$ cat config.mk
export PLATFORM = sky130hd
export DESIGN_NAME = issue_fu_select_table
export DESIGN_NICKNAME = d
export VERILOG_FILES = /design/src/rtl/issue_fu_select_table_pkg.sv /design/src/rtl/issue_fu_select_table_fu_outstanding_counter.sv /design/src/rtl/issue_fu_select_table.sv
export SDC_FILE = /design/constraint.sdc
export NUM_CORES = 1
export LEC_CHECK = 0
export BUFFER_PORTS_ARGS = -buffer_cell sky130_fd_sc_hd__buf_2
export CAP_MARGIN = 40
export CELL_PAD_IN_SITES_DETAIL_PLACEMENT = 1
export CELL_PAD_IN_SITES_GLOBAL_PLACEMENT = 2
export CORE_ASPECT_RATIO = 1.2
export CORE_MARGIN = 3
export CORE_UTILIZATION = 41
export DETAILED_ROUTE_END_ITERATION = 16
export GPL_TIMING_DRIVEN = 0
export PLACE_DENSITY = 0.82
export REMOVE_ABC_BUFFERS = 1
export SETUP_SLACK_MARGIN = 0.4
export SYNTH_ARGS = -nofsm -noshare
export SYNTH_HDL_FRONTEND = slang
export SYNTH_SLANG_ARGS = --single-unit
$ cat constraint.sdc
create_clock -name clk -period 8.72 [get_ports clk]
set_clock_uncertainty 0.05 [all_clocks]
set_input_delay 0.436 -clock clk [delete_from_list [all_inputs] [get_ports clk]]
set_output_delay 0.436 -clock clk [all_outputs]
set_load 0.01 [all_outputs]
$ cat src/rtl/issue_fu_select_table_pkg.sv
// Shared issue-stage definitions: functional-unit encodings and the default
// table geometry used by issue_fu_select_table and its counters.
package issue_fu_select_table_pkg;

  // Encoded functional-unit values carried on the issue path
  typedef enum logic [1:0] {
    FU_SIMD = 2'd0,
    FU_SALU = 2'd1,
    FU_LSU  = 2'd2,
    FU_SIMF = 2'd3
  } fu_enc_e;

  localparam int unsigned DEF_NUM_WF   = 40;
  localparam int unsigned DEF_WF_ID_W  = 6;
  localparam int unsigned DEF_NUM_FU   = 4;
  localparam int unsigned DEF_FU_ENC_W = 2;
  localparam int unsigned DEF_MAX_OUT  = 15;

  // Counter width able to hold 0..max_out inclusive
  function automatic int unsigned cnt_width(input int unsigned max_out);
    return $clog2(max_out + 1);
  endfunction

endpackage

$ cat src/rtl/issue_fu_select_table_fu_outstanding_counter.sv
// Saturating outstanding-instruction counter for one functional unit.
// Optional macro FU_TABLE_ERR_CHECK_EN adds an err pulse on overflow/underflow.
module fu_outstanding_counter
  import issue_fu_select_table_pkg::*;
#(
  parameter int unsigned MAX_OUT = DEF_MAX_OUT,
  parameter int unsigned CNT_W   = cnt_width(DEF_MAX_OUT)
) (
  input  logic             clk,
  input  logic             rst,
  input  logic             inc,
  input  logic             dec,
  output logic [CNT_W-1:0] count,
  output logic             busy,
  output logic             full
`ifdef FU_TABLE_ERR_CHECK_EN
  ,
  output logic             err
`endif
);

  localparam logic [CNT_W-1:0] MAX_CNT = CNT_W'(MAX_OUT);

  logic [CNT_W-1:0] cnt_q;
  logic [CNT_W-1:0] cnt_d;

  // Next count: simultaneous inc/dec cancel; saturate at both ends
  always_comb begin
    cnt_d = cnt_q;
    if (inc && !dec && (cnt_q != MAX_CNT)) begin
      cnt_d = cnt_q + CNT_W'(1);
    end else if (dec && !inc && (cnt_q != '0)) begin
      cnt_d = cnt_q - CNT_W'(1);
    end
  end

  // Count register
  always_ff @(posedge clk or posedge rst) begin
    if (rst) begin
      cnt_q <= '0;
    end else begin
      cnt_q <= cnt_d;
    end
  end

  assign count = cnt_q;
  assign busy  = (cnt_q != '0);
  assign full  = (cnt_q == MAX_CNT);

`ifdef FU_TABLE_ERR_CHECK_EN
  assign err = (inc && full) || (dec && !busy);
`endif

endmodule

$ cat src/rtl/issue_fu_select_table.sv
// Per-wavefront functional-unit select table with per-FU outstanding counts.
// Optional macro FU_TABLE_ERR_CHECK_EN adds the sticky fu_err protocol flag.
module issue_fu_select_table
  import issue_fu_select_table_pkg::*;
#(
  parameter int unsigned NUM_WF   = DEF_NUM_WF,
  parameter int unsigned WF_ID_W  = DEF_WF_ID_W,
  parameter int unsigned NUM_FU   = DEF_NUM_FU,
  parameter int unsigned FU_ENC_W = DEF_FU_ENC_W,
  parameter int unsigned MAX_OUT  = DEF_MAX_OUT
) (
  input  logic                clk,
  input  logic                rst,
  input  logic                wr_fu_en,
  input  logic [WF_ID_W-1:0]  wr_wfid,
  input  logic [FU_ENC_W-1:0] wr_fu_value,
  input  logic                clr_en,
  input  logic [WF_ID_W-1:0]  clr_wfid,
  input  logic [WF_ID_W-1:0]  rd_wfid,
  output logic [NUM_FU-1:0]   rd_fu,
  output logic                rd_valid,
  input  logic [NUM_FU-1:0]   fu_done,
  output logic [NUM_FU-1:0]   fu_busy,
  output logic [NUM_FU-1:0]   fu_full
`ifdef FU_TABLE_ERR_CHECK_EN
  ,
  output logic                fu_err
`endif
);

  localparam int unsigned CNT_W = cnt_width(MAX_OUT);

  // Entry layout: bit NUM_FU is valid, bits NUM_FU-1:0 hold the one-hot FU
  logic [NUM_FU:0] tbl [NUM_WF];

  logic              wr_ok;
  logic              clr_ok;
  logic              rd_ok;
  logic [NUM_FU-1:0] dec_fu;
  logic              dec_valid;
  logic [NUM_FU-1:0] cnt_inc;
  logic [NUM_FU-1:0] cnt_busy;
  logic [NUM_FU-1:0] cnt_full;
  // Per-FU occupancy, kept visible for debug probing
  logic [CNT_W-1:0]  unused_fu_count [NUM_FU];

  assign wr_ok  = (32'(wr_wfid)  < NUM_WF);
  assign clr_ok = (32'(clr_wfid) < NUM_WF);
  assign rd_ok  = (32'(rd_wfid)  < NUM_WF);

  // Decode the FU code into one-hot; codes at or beyond NUM_FU give zero
  always_comb begin
    dec_fu = '0;
    for (int unsigned k = 0; k < NUM_FU; k++) begin
      if (wr_fu_value == FU_ENC_W'(k)) begin
        dec_fu[k] = 1'b1;
      end
    end
  end

  assign dec_valid = |dec_fu;

  // Table update: retire clears valid only; a same-cycle issue overrides it
  always_ff @(posedge clk or posedge rst) begin
    if (rst) begin
      for (int unsigned i = 0; i < NUM_WF; i++) begin
        tbl[i] <= '0;
      end
    end else begin
      if (clr_en && clr_ok) begin
        tbl[clr_wfid][NUM_FU] <= 1'b0;
      end
      if (wr_fu_en && wr_ok) begin
        tbl[wr_wfid] <= {dec_valid, dec_fu};
      end
    end
  end

  // Combinational lookup of the registered table; out-of-range reads zero
  always_comb begin
    rd_fu    = '0;
    rd_valid = 1'b0;
    if (rd_ok) begin
      rd_fu    = tbl[rd_wfid][NUM_FU-1:0];
      rd_valid = tbl[rd_wfid][NUM_FU];
    end
  end

  // An ignored (out-of-range) issue must not touch the counts either
  assign cnt_inc = (wr_fu_en && wr_ok) ? dec_fu : '0;

`ifdef FU_TABLE_ERR_CHECK_EN
  logic [NUM_FU-1:0] cnt_err;
  logic              proto_err;
`endif

  for (genvar g = 0; g < NUM_FU; g++) begin : g_cnt
    fu_outstanding_counter #(
      .MAX_OUT (MAX_OUT),
      .CNT_W   (CNT_W)
    ) u_cnt (
      .clk   (clk),
      .rst   (rst),
      .inc   (cnt_inc[g]),
      .dec   (fu_done[g]),
      .count (unused_fu_count[g]),
      .busy  (cnt_busy[g]),
      .full  (cnt_full[g])
`ifdef FU_TABLE_ERR_CHECK_EN
      ,
      .err   (cnt_err[g])
`endif
    );
  end

  assign fu_busy = cnt_busy;
  assign fu_full = cnt_full;

`ifdef FU_TABLE_ERR_CHECK_EN
  assign proto_err = (|cnt_err)
                   || (wr_fu_en && !dec_valid)
                   || (wr_fu_en && !wr_ok)
                   || (clr_en && !clr_ok);

  // Sticky error flag, cleared only by reset
  always_ff @(posedge clk or posedge rst) begin
    if (rst) begin
      fu_err <= 1'b0;
    end else if (proto_err) begin
      fu_err <= 1'b1;
    end
  end
`endif

endmodule

==> results of run 1 <==
[cells in the mapped netlist, drive strengths merged, types with 3 or more instances]
library cell,n
o21ai,197
a22oi,4
a21o,4
or3,4
o31ai,5
nor2,14
nand4,5
fa,4
mux2i,38
a211oi,4
a22o,4
clkbuf,26
or4,4
buf,34
and4,5
o221ai,4
ha,8
dfrtp,216
nor2b,13
a21oi,5
mux2,9
nand2,256
xor2,12
nand2b,6
nor3,5
nand3,55
a31oi,3
mux4,40
[logic make-up after synthesis]
group           count (synthesis)  synth area share
compound gates                236            0.1241
xor+xnor                       12           0.01012
fa+ha+maj                      12           0.01735
buf+inv                        62           0.03277
flops                         216            0.5204
mux                            87            0.1331
simple gates                  377            0.1621
[worst max-delay path, cell delays in order]
cell and delay [ns]:
buf_4 0.45, buf_12 0.31, mux4_2 0.57, a22oi_1 0.23, a31oi_1 0.11, a311oi_1 0.33, o22ai_1 0.17, buf_2 0.16
[per-layer routing]
layer  wire length (µm)  share of wire  GRT usage
met1              13320           0.43     0.3136
met2              15700           0.51     0.3990
met3               1186          0.038    0.02818
met4                716          0.023    0.06168
met5                  0              0          0
[worst paths after layout]
path / start / endpoint / slack [ns] / depth (start not counted)
setup / recovery: rd_wfid[1] / rd_valid / 5.43 / 8
hold / removal: rst / g_cnt[1].u_cnt.count[3] / -0.02 / 2
setup reg to reg: g_cnt[2].u_cnt.count[1] / g_cnt[2].u_cnt.count[3] / 6.50 / 7
hold reg to reg: g_cnt[2].u_cnt.count[3] / g_cnt[2].u_cnt.count[3] / 0.43 / 1
max in group asynchronous: rst / tbl[56] / 7.59 / 3
min in group clk: clr_wfid[5] / tbl[199] / 0.18 / 3
[sequential cells by signal (all words and copies together) (netlist names)]
| name | cells |
|---|---|
| tbl | 200 |
| g_cnt.u_cnt.count | 16 |
[metrics by stage]
| step | TNS (ns) | hold slack [ns] | worst slack [ns] | cell area (µm²) |
|---|---|---|---|---|
| after global placement | -75.63 | 0.4062 | -0.3676 | 10660 |
| after detailed placement | 0 | 0.4152 | 5.254 | 10920 |
| after global routing | 0 | 0.04902 | 5.372 | 11710 |
| after floorplan | 0 | 0.3946 | 2.326 | 10050 |
| after CTS | 0 | 0.02749 | 5.429 | 11710 |
| final | 0 | -0.01649 | 5.429 | 11710 |
[cell usage in the layout (no fill, tap or decap), types with 3 or more instances in the layout]
cell / synthesis / final
nand2_2: 4 / 4
buf_16: 0 / 4
o31ai_1: 5 / 5
nor2b_1: 13 / 13
dfrtp_1: 216 / 216
nor3_1: 3 / 3
nand2_1: 252 / 252
or3_4: 4 / 4
fa_1: 4 / 4
nand2b_1: 6 / 6
or4_1: 4 / 4
clkbuf_8: 0 / 9
mux4_2: 40 / 40
a31oi_1: 3 / 3
xor2_1: 12 / 12
o221ai_1: 4 / 4
nand3_1: 55 / 55
a22oi_1: 4 / 4
a21o_1: 4 / 4
mux2i_1: 38 / 38
buf_6: 6 / 3
clkinv_2: 0 / 3
buf_4: 11 / 7
mux2_2: 9 / 9
clkbuf_16: 0 / 25
a22o_1: 4 / 4
nand4_1: 5 / 5
a211oi_1: 4 / 4
ha_1: 8 / 8
a21oi_1: 5 / 5
nor2_1: 14 / 14
clkbuf_1: 26 / 4
o21ai_0: 196 / 196
buf_8: 0 / 3
buf_2: 17 / 38
and4_1: 5 / 5
[report_power, final]
group          leakage, µW  internal [µW]  total, µW  switching (µW)
clock network     0.000389            597       1010             412
logic              0.00186            190        410             221
registers          0.00292           1110       1200            88.5
[layout make-up]
| cell class | count | area share |
|---|---|---|
| Clock inverter | 4 | 0.001923 |
| Clock buffer | 38 | 0.06528 |
| Inverter | 2 | 0.001282 |
| Multi-Input combinational cell | 724 | 0.3967 |
| Timing Repair Buffer | 56 | 0.03857 |
| Sequential cell | 216 | 0.4615 |
| Tap cell | 325 | 0.03472 |
==> results by group, run 1 <==
Placed design
  – Detail Placement HPWL: 22060 µm
  – Gpl congestion: approximately 0.86
  – Placed Cells: 1323
  – IO buf count: 40

Timing
  – Headroom to the max-slew limit: 0.3922
  – Fin. Hold Viols: 3
  – Slew @ Worst Pin: ~0.91 ns
  – RSZ-0062 raised after global routing: no
  – Max-slew violation count: 0
  – WHS: -0.01649 ns
  – Peak Freq: about 300 MHz
  – Tcrit/Tclk final: 0.3774
  – Post-layout min period: 3.291 ns
  – Final setup fails: 0

Floorplan
  – Io pins: a little over 40
  – # rows: 63
  – Core area: approximately 25000 µm²
  – Chip Width: between 150 and 200 µm
  – DIE HEIGHT: between 150 and 200 µm
  – Initial Util: 0.4183
  – Die area: between 20000 and 30000 µm²

Synth
  – Seq cells post-synth: between 200 and 250
  – Post-synthesis sequential area ratio: 0.5204
  – Avg Cell Area, Syn: roughly 10 µm²
  – Warnings, synthesis: 0
  – Synth top area share: 0.5204
  – Synth Instances: ~1000
  – Post-synth top flop: dfrtp_1
  – Yosys cell types: 45
  – Post-synth EDFFs: 0
  – Ranking of synthesized cells by area: dfrtp_1 52%, o21ai_0 9.4%, nand2_1 9.1%
  – Synth area leader: dfrtp_1
  – Async set-reset flop share out of synthesis: 1.000
  – Post-Syn Area: approximately 10000 µm²

Cells and area
  – Layout area overhead: 12.76%
  – Nets: about 1100
  – Register Area: approximately 5400 µm²
  – Post-layout util: 0.4717
  – Area of the multi-input gates: between 4000 and 5000 µm²
  – Filler cells: 2741
  – Antenna Cells: 0
  – Final Non-Filler Cells: roughly 1400
  – Share of layout cells above drive strength 1: 0.1510

Worst setup path
  – Setup CP Type: in -> out
  – CP Max Fanout: 32
  – Critical path required time: slightly above 8 ns
  – Crit path capture type: output port
  – Worst Path Arrival: 2.80 ns
  – CP Launch Type: primary input

Clock tree
  – CTS Hold Buffers Added: 0
  – Setup Fix Bufs, Post-CTS: 0
  – Post-cts resize count: 0
  – Total CTS buffers: 24
  – Max H-tree Level: 1
  – Max clock buf depth: 3
  – Later-pin clock latency in the skew report: 0.52 ns
  – Clk sink count: about 220
  – CTS clk-pin slew, worst paths: approximately 0.060 ns
  – CTS tree: yes
  – Root buf cell: clkbuf_16

GRT
  – Total track usage: 0.2333
  – Grt ovf: 0
  – First-pass GRT wire length: ~50000 µm
  – Largest net degree at the start of global routing: roughly 120
  – Vias in the first global route: approximately 8500
  – Number of antenna violations at the first check in global routing: 0

Run status
  – Violated checks: negative hold slack
  – Status: finished with violations

Power
  – PD cells: 223.9 nW/µm²
  – VDD IR max: about 0.16 mV
  – Static Leak: slightly above 0.005 µW
  – Design Power: approximately 2600 µW

Worst hold path
  – Hold Crit Class: in -> async

Detailed routing
  – Initial detailed-routing violation count: 491
  – Routed len/inst: ~23 µm
  – DRT Pass-1 Iters: 4
  – Avg Vias per Cell: between 5 and 6
  – DRC: 0
  – Final WL: 30920 µm
  – Via count: between 7000 and 8000
  – ANT nets after route: 0

Job
  – Total of max-cap violations: 0
No activity file was read; power rests on OpenSTA's default activity.
==> run 2, diff against run 1 <==
--- a/config.mk
+++ b/config.mk
@@ -5,16 +5,17 @@
 export SDC_FILE = /design/constraint.sdc
 export NUM_CORES = 1
 export LEC_CHECK = 0
+export ABC_AREA = 1
 export BUFFER_PORTS_ARGS = -buffer_cell sky130_fd_sc_hd__buf_2
 export CAP_MARGIN = 40
 export CELL_PAD_IN_SITES_DETAIL_PLACEMENT = 1
 export CELL_PAD_IN_SITES_GLOBAL_PLACEMENT = 2
 export CORE_ASPECT_RATIO = 1.2
 export CORE_MARGIN = 3
-export CORE_UTILIZATION = 41
+export CORE_UTILIZATION = 34
 export DETAILED_ROUTE_END_ITERATION = 16
 export GPL_TIMING_DRIVEN = 0
-export PLACE_DENSITY = 0.82
+export PLACE_DENSITY = 0.79
 export REMOVE_ABC_BUFFERS = 1
 export SETUP_SLACK_MARGIN = 0.4
 export SYNTH_ARGS = -nofsm -noshare
==> constraint.sdc (replaced) <==
create_clock -name clk -period 2.8 [get_ports clk]
set_clock_uncertainty 0.05 [all_clocks]
set_input_delay 0.14 -clock clk [delete_from_list [all_inputs] [get_ports clk]]
set_output_delay 0.14 -clock clk [all_outputs]
set_load 0.01 [all_outputs]
==> results by group, run 2 <==
Synth
  – Post-synth EDFFs: 0
  – Post-Syn Area: roughly 11000 µm²
  – Ranking of synthesized cells by area: dfrtp_1 50%, o21ai_0 13%, nand2_1 13%
  – Avg Cell Area, Syn: around 7.9 µm²
  – Post-synth top cells: 362 x nand2_1, 278 x o21ai_0, 216 x dfrtp_1, 162 x nand3_1, 79 x inv_1
  – Count leader, synth: nand2_1
  – Async set-reset flop share out of synthesis: 1.000
  – Synth Instances: between 1000 and 1500
  – Seq cells post-synth: 216
  – Post-synth top flop: dfrtp_1
  – Warnings, synthesis: 0
  – Synth area leader: dfrtp_1
  – Post-synthesis sequential area ratio: 0.4997
  – Yosys cell types: 34
  – Synth top area share: 0.4997

Power
  – Seq pwr share: 0.441
  – PD cells: 685.6 nW/µm²
  – Static Leak: 0.005630 µW
  – Clock power share: 0.379
  – Int Pwr: between 5000 and 6000 µW
  – Comb pwr share: 0.180
  – Sw frac: 0.3008
  – VDD IR max: between 0.3 and 0.4 mV
  – Switch Pwr: about 2600 µW
  – Design Power: roughly 8500 µW

Timing
  – Fin. Hold Viols: 0
  – RSZ-0062 raised after global routing: yes
  – Slew @ Worst Pin: slightly below 0.8 ns
  – WHS: 0.03658 ns
  – Peak Freq: 442.6 MHz
  – Max-slew violation count: 0
  – Final setup fails: 0
  – Headroom to the max-slew limit: 0.4724
  – Tcrit/Tclk final: 0.8069
  – Post-layout min period: ~2.3 ns

Worst setup path
  – Cell count of the worst reg-to-reg path: 9
  – Worst Path Arrival: approximately 2.6 ns
  – Critical path required time: about 3.2 ns
  – Crit path capture type: flop
  – CP startpoint: wr_wfid[3]
  – CP Max Fanout: 51
  – Setup CP Type: in -> reg
  – CP Launch Type: primary input
  – Critical Path End: g_cnt[1].u_cnt.count[3]
  – RR Endpoint: g_cnt[3].u_cnt.count[3]
  – Worst reg2reg setup slack: 0.85 ns
  – Launch point of the worst reg-to-reg path: g_cnt[3].u_cnt.count[0]

Floorplan
  – Die area: between 30000 and 40000 µm²
  – Initial Util: 0.3499
  – DIE HEIGHT: 201.4 µm
  – Io pins: 41
  – # rows: 70
  – Core area: 30920 µm²
  – Chip Width: roughly 170 µm

Clock tree
  – Root buf cell: clkbuf_16
  – CTS tree: yes
  – Max H-tree Level: 1
  – Total CTS buffers: 25
  – Later-pin clock latency in the skew report: between 0.5 and 0.6 ns
  – Setup Fix Bufs, Post-CTS: 0
  – Clk sink count: ~220
  – CTS clk-pin slew, worst paths: 0.06 ns
  – Max clock buf depth: 3

Cells and area
  – Most common cell after layout, fill and taps aside: nand2_1
  – Most used cells in the layout excluding fill and tap cells: 362 x nand2_1, 278 x o21ai_0, 216 x dfrtp_1, 162 x nand3_1, 78 x inv_1
  – Nets: approximately 1400
  – Biggest register: tbl
  – Antenna Cells: 0
  – Layout area overhead: 14.90%
  – Post-layout util: 0.4020
  – Share of layout cells above drive strength 1: 0.09632
  – Max reg flops: 200

GRT
  – First-pass GRT wire length: 57100 µm
  – Number of antenna violations at the first check in global routing: 0
  – Grt ovf: 0
  – Total track usage: 0.2114
  – Vias in the first global route: between 10000 and 15000
  – Largest net degree at the start of global routing: about 110

Detailed routing
  – ANT nets after route: 0
  – Via count: 9625
  – DRT Pass-1 Iters: 5
  – DRC: 0
  – Final WL: between 30000 and 40000 µm
  – Avg Vias per Cell: 5.324
  – Routed len/inst: 20.00 µm
  – Initial detailed-routing violation count: between 700 and 800

Worst hold path
  – Hold Crit Class: in -> reg
  – Hold_sp: fu_done[3]

Placed design
  – Detail Placement HPWL: roughly 24000 µm
  – Gpl congestion: 0.8278
  – IO buf count: 40

Job
  – Total of max-cap violations: 0

Run status
  – Status: complete, no violations
[run 2: layout make-up]
class	instances	area, µm²
clock buffers	36	726.9
clock inverters	7	63.81
fillers	3761	18490
inverters	101	396.6
multi-input cells	986	4712
flip-flops and latches	216	5405
well taps	396	495.5
repair buffers	66	629.4
[run 2: worst min-delay path by stage]
stage                                    endpoint  slack (ns)  cells after the start
after floorplan                          tbl[194]        0.29                      3
after global placement                   tbl[191]        0.42                      2
after detailed placement  g_cnt[0].u_cnt.count[2]       -0.01                      2
after CTS                                tbl[199]        0.01                      5
after global routing                     tbl[199]        0.05                      5
final                     g_cnt[3].u_cnt.count[0]        0.04                      4
[run 2: cells by family (layout without fill, tap and decap cells)]
logic type | after synthesis | count (layout) | synth area share
and+or+nand+nor | 620 | 620 | 0.2461
DFF | 216 | 216 | 0.4997
AOI/OAI and AO/OA | 346 | 346 | 0.1642
xor gates and xnor gates | 8 | 8 | 0.006477
buffers and inverters | 176 | 210 | 0.06685
adders and majority gates | 12 | 12 | 0.01666
[run 2: critical path, stage by stage]
cell and delay, ns:
buf_2 0.14, inv_2 0.11, nand2_2 0.10, nand2_2 0.14
nand2_8 0.23, inv_2 0.22, nand2_8 0.23, inv_1 0.16
nand3_2 0.15, ha_1 0.31, a21o_1 0.18, a21oi_1 0.18
or2_1 0.16, nand2_1 0.06, nand2_1 0.06, nand2_1 0.04
[run 2: repair_timing]
| item | in CTS | in global routing |
|---|---|---|
| gates cloned | 0 | 1 |
| setup endpoints to repair | 6 | 7 |
| hold buffers | 10 | 0 |
| resized for setup | 4 | 6 |
| hold endpoints to repair | 126 | 0 |
[run 2: metal layers]
metal / GRT usage / part of all wire
met2: 0.3573 / 0.48
met5: 0 / 0
met3: 0.02535 / 0.041
met1: 0.2889 / 0.45
met4: 0.05349 / 0.025
[run 2: metrics by stage]
| step | cells | cell area [µm²] | setup TNS, ns | setup slack [ns] |
|---|---|---|---|---|
| 2_1_floorplan | 1303 | 10470 | -712.29 | -3.298 |
| 3_3_place_gp | 1739 | 11170 | -1431.59 | -6.344 |
| 3_5_place_dp | 1754 | 11470 | -0.3968 | -0.2581 |
| 4_1_cts | 1807 | 12380 | 0 | 0.4417 |
| 5_1_grt | 1808 | 12430 | 0 | 0.3314 |
| 6_report | 1808 | 12430 | 0 | 0.5406 |
[run 2: power by group through the flow]
stage          sequential (µW)  clock, µW  combinational, µW
2_1_floorplan             3740          0               1030
3_3_place_gp              3800          0               1430
3_5_place_dp              3810          0               1530
4_1_cts                   3760       3300               1550
5_1_grt                   3810       3430               1790
6_report                  3760       3230               1530
==> run 3, diff against run 2 <==
==> constraint.sdc (replaced) <==
create_clock -name clk -period 2.03 [get_ports clk]
set_clock_uncertainty 0.05 [all_clocks]
set_input_delay 0.1015 -clock clk [delete_from_list [all_inputs] [get_ports clk]]
set_output_delay 0.1015 -clock clk [all_outputs]
set_load 0.01 [all_outputs]
==> results by group, run 3 (synthesized netlist as in run 2, its figures left out) <==
Run status
  – Status: complete, no violations

Power
  – PD cells: slightly above 900 nW/µm²
  – Sw frac: 0.3062
  – Switch Pwr: 3827 µW
  – Static Leak: 0.005971 µW
  – Clock power share: 0.356
  – Int Pwr: about 8700 µW
  – Comb pwr share: 0.234
  – Seq pwr share: 0.410
  – VDD IR max: between 0.5 and 0.6 mV

Worst setup path
  – Launch point of the worst reg-to-reg path: g_cnt[3].u_cnt.count[1]
  – CP Launch Type: flop
  – Cell count of the worst reg-to-reg path: 9
  – RR Endpoint: g_cnt[3].u_cnt.count[3]
  – Crit path capture type: output port
  – Critical path required time: 1.88 ns
  – Worst Path Arrival: ~1.8 ns
  – Worst reg2reg setup slack: approximately 0.26 ns
  – CP Max Fanout: 2
  – Setup CP Type: reg -> out

Clock tree
  – Max clock buf depth: 3
  – Later-pin clock latency in the skew report: between 0.5 and 0.6 ns
  – Total CTS buffers: 25
  – CTS clk-pin slew, worst paths: 0.06 ns
  – Clk sink count: around 220
  – CTS tree: yes
  – Root buf cell: clkbuf_16
  – Max H-tree Level: 1

Timing
  – Slew @ Worst Pin: 0.7852 ns
  – Max-slew violation count: 0
  – Tcrit/Tclk final: 0.9426
  – Fin. Hold Viols: 0
  – RSZ-0062 raised after global routing: yes
  – Headroom to the max-slew limit: 0.4725
  – Post-layout min period: ~1.9 ns
  – Final setup fails: 0
  – Peak Freq: approximately 520 MHz

Cells and area
  – Share of layout cells above drive strength 1: 0.1885
  – Layout area overhead: 23.64%
  – Biggest register: tbl
  – Design Area, Final: roughly 13000 µm²
  – Final Non-Filler Cells: approximately 1900
  – Most used cells in the layout excluding fill and tap cells: 336 x nand2_1, 271 x o21ai_0, 209 x dfrtp_1, 121 x nand3_1, 73 x inv_1
  – Post-layout util: 0.4326
  – Max reg flops: 200
  – Nets: 1483
  – Most common cell after layout, fill and taps aside: nand2_1
  – Filler cells: ~3700
  – Antenna Cells: 0

Floorplan
  – DIE HEIGHT: just over 200 µm
  – Chip Width: 168.8 µm
  – Die area: ~34000 µm²
  – # rows: 70
  – Io pins: around 40
  – Core area: around 31000 µm²
  – Initial Util: 0.3499

Worst hold path
  – Hold_sp: wr_fu_value[0]
  – Hold Crit Endpoint: tbl[80]
  – Hold Crit Depth: 4
  – Hold Crit Class: in -> reg

Placed design
  – IO buf count: 40
  – Detail Placement HPWL: between 20000 and 25000 µm
  – Placed Cells: ~1800
  – Post-place instance area: 11470 µm²
  – Gpl congestion: between 0.8 and 0.9

GRT
  – Grt ovf: 0
  – Number of antenna violations at the first check in global routing: 0
  – First-pass GRT wire length: 60510 µm
  – Total track usage: 0.2272
  – Largest net degree at the start of global routing: ~110
  – Vias in the first global route: 10490

Detailed routing
  – DRC: 0
  – Initial detailed-routing violation count: 811
  – Routed len/inst: roughly 21 µm
  – DRT Pass-1 Iters: 5
  – Avg Vias per Cell: 5.409
  – ANT nets after route: 0
  – Via count: between 10000 and 15000
  – Final WL: roughly 40000 µm

Job
  – Total of max-cap violations: 0
## run 3: cell types whose count changed in the layout (fill, tap and decap cells not counted), moves of 15 or more
cell,previous run,this run
nand3_2,1,42
nand3_1,162,121
nand2_1,362,336
nand2_2,4,27
buf_4,2,29
buf_6,5,20
## run 3: cell type report
| class | count | area [µm²] | area share |
|---|---|---|---|
| Timing Repair Buffer | 109 | 1076 | 0.08045 |
| Inverter | 101 | 424.2 | 0.03171 |
| Clock buffer | 36 | 726.9 | 0.05435 |
| Tap cell | 396 | 495.5 | 0.03704 |
| Clock inverter | 7 | 63.81 | 0.004771 |
| Sequential cell | 216 | 5414 | 0.4048 |
| Multi-Input combinational cell | 990 | 5175 | 0.3869 |
## run 3: metrics by stage
step	power, µW	setup slack, ns	hold WS [ns]	TNS [ns]
2_1_floorplan	6588	-4.029	0.2491	-873.09
3_3_place_gp	7213	-7.075	0.4165	-1708.20
3_5_place_dp	7375	-0.9896	-0.05107	-11.80
4_1_cts	12330	0.1009	0.006943	0
5_1_grt	13200	0.01838	0.03529	0
6_report	12500	0.1164	0.02229	0
## run 3: worst max-delay path, stage by stage, from the launching register on
cell and delay (ns):
dfrtp_1 0.37, nand2_1 0.09, nand3_2 0.11, nand3_2 0.11, nand2_2 0.09, nand2_2 0.07
nand3_2 0.07, nand3_2 0.11, nand2_2 0.09, buf_6 0.13
## run 3: worst max path at each step
stage,startpoint,to,slack (ns),cells after the start
2_1_floorplan,rst,g_cnt[0].u_cnt.count[0],-4.03,1
3_3_place_gp,rst,tbl[152],-7.08,2
3_5_place_dp,wr_wfid[3],g_cnt[1].u_cnt.count[3],-0.99,16
4_1_cts,tbl[135],rd_fu[0],0.10,9
5_1_grt,tbl[170],rd_fu[0],0.02,9
6_report,tbl[163],rd_fu[3],0.12,9
## run 3: per-layer routing
| metal | wire length, µm | track usage | vias to the layer above |
|---|---|---|---|
| li1 | - | - | 4720 |
| met3 | 1936 | 0.02810 | 67 |
| met2 | 18970 | 0.3874 | 236 |
| met5 | 0 | 0 | - |
| met4 | 1030 | 0.05934 | 0 |
| met1 | 17070 | 0.3064 | 5010 |
## run 3: what timing repair did
| item | CTS | global route |
|---|---|---|
| hold endpoints to repair | 136 | 0 |
| pin swaps | 45 | 59 |
| cloned | 5 | 0 |
| gates resized for setup | 101 | 49 |
| hold buffers | 15 | 0 |
| setup endpoints to repair | 18 | 29 |
| setup buffers | 21 | 17 |
## run 3: power groups by stage
stage / registers, µW / logic [µW] / clock network [µW]
floorplan: 5160 / 1430 / 0
global placement: 5250 / 1970 / 0
detailed placement: 5260 / 2110 / 0
CTS: 5130 / 2640 / 4560
global route: 5180 / 3290 / 4720
finish: 5130 / 2920 / 4450
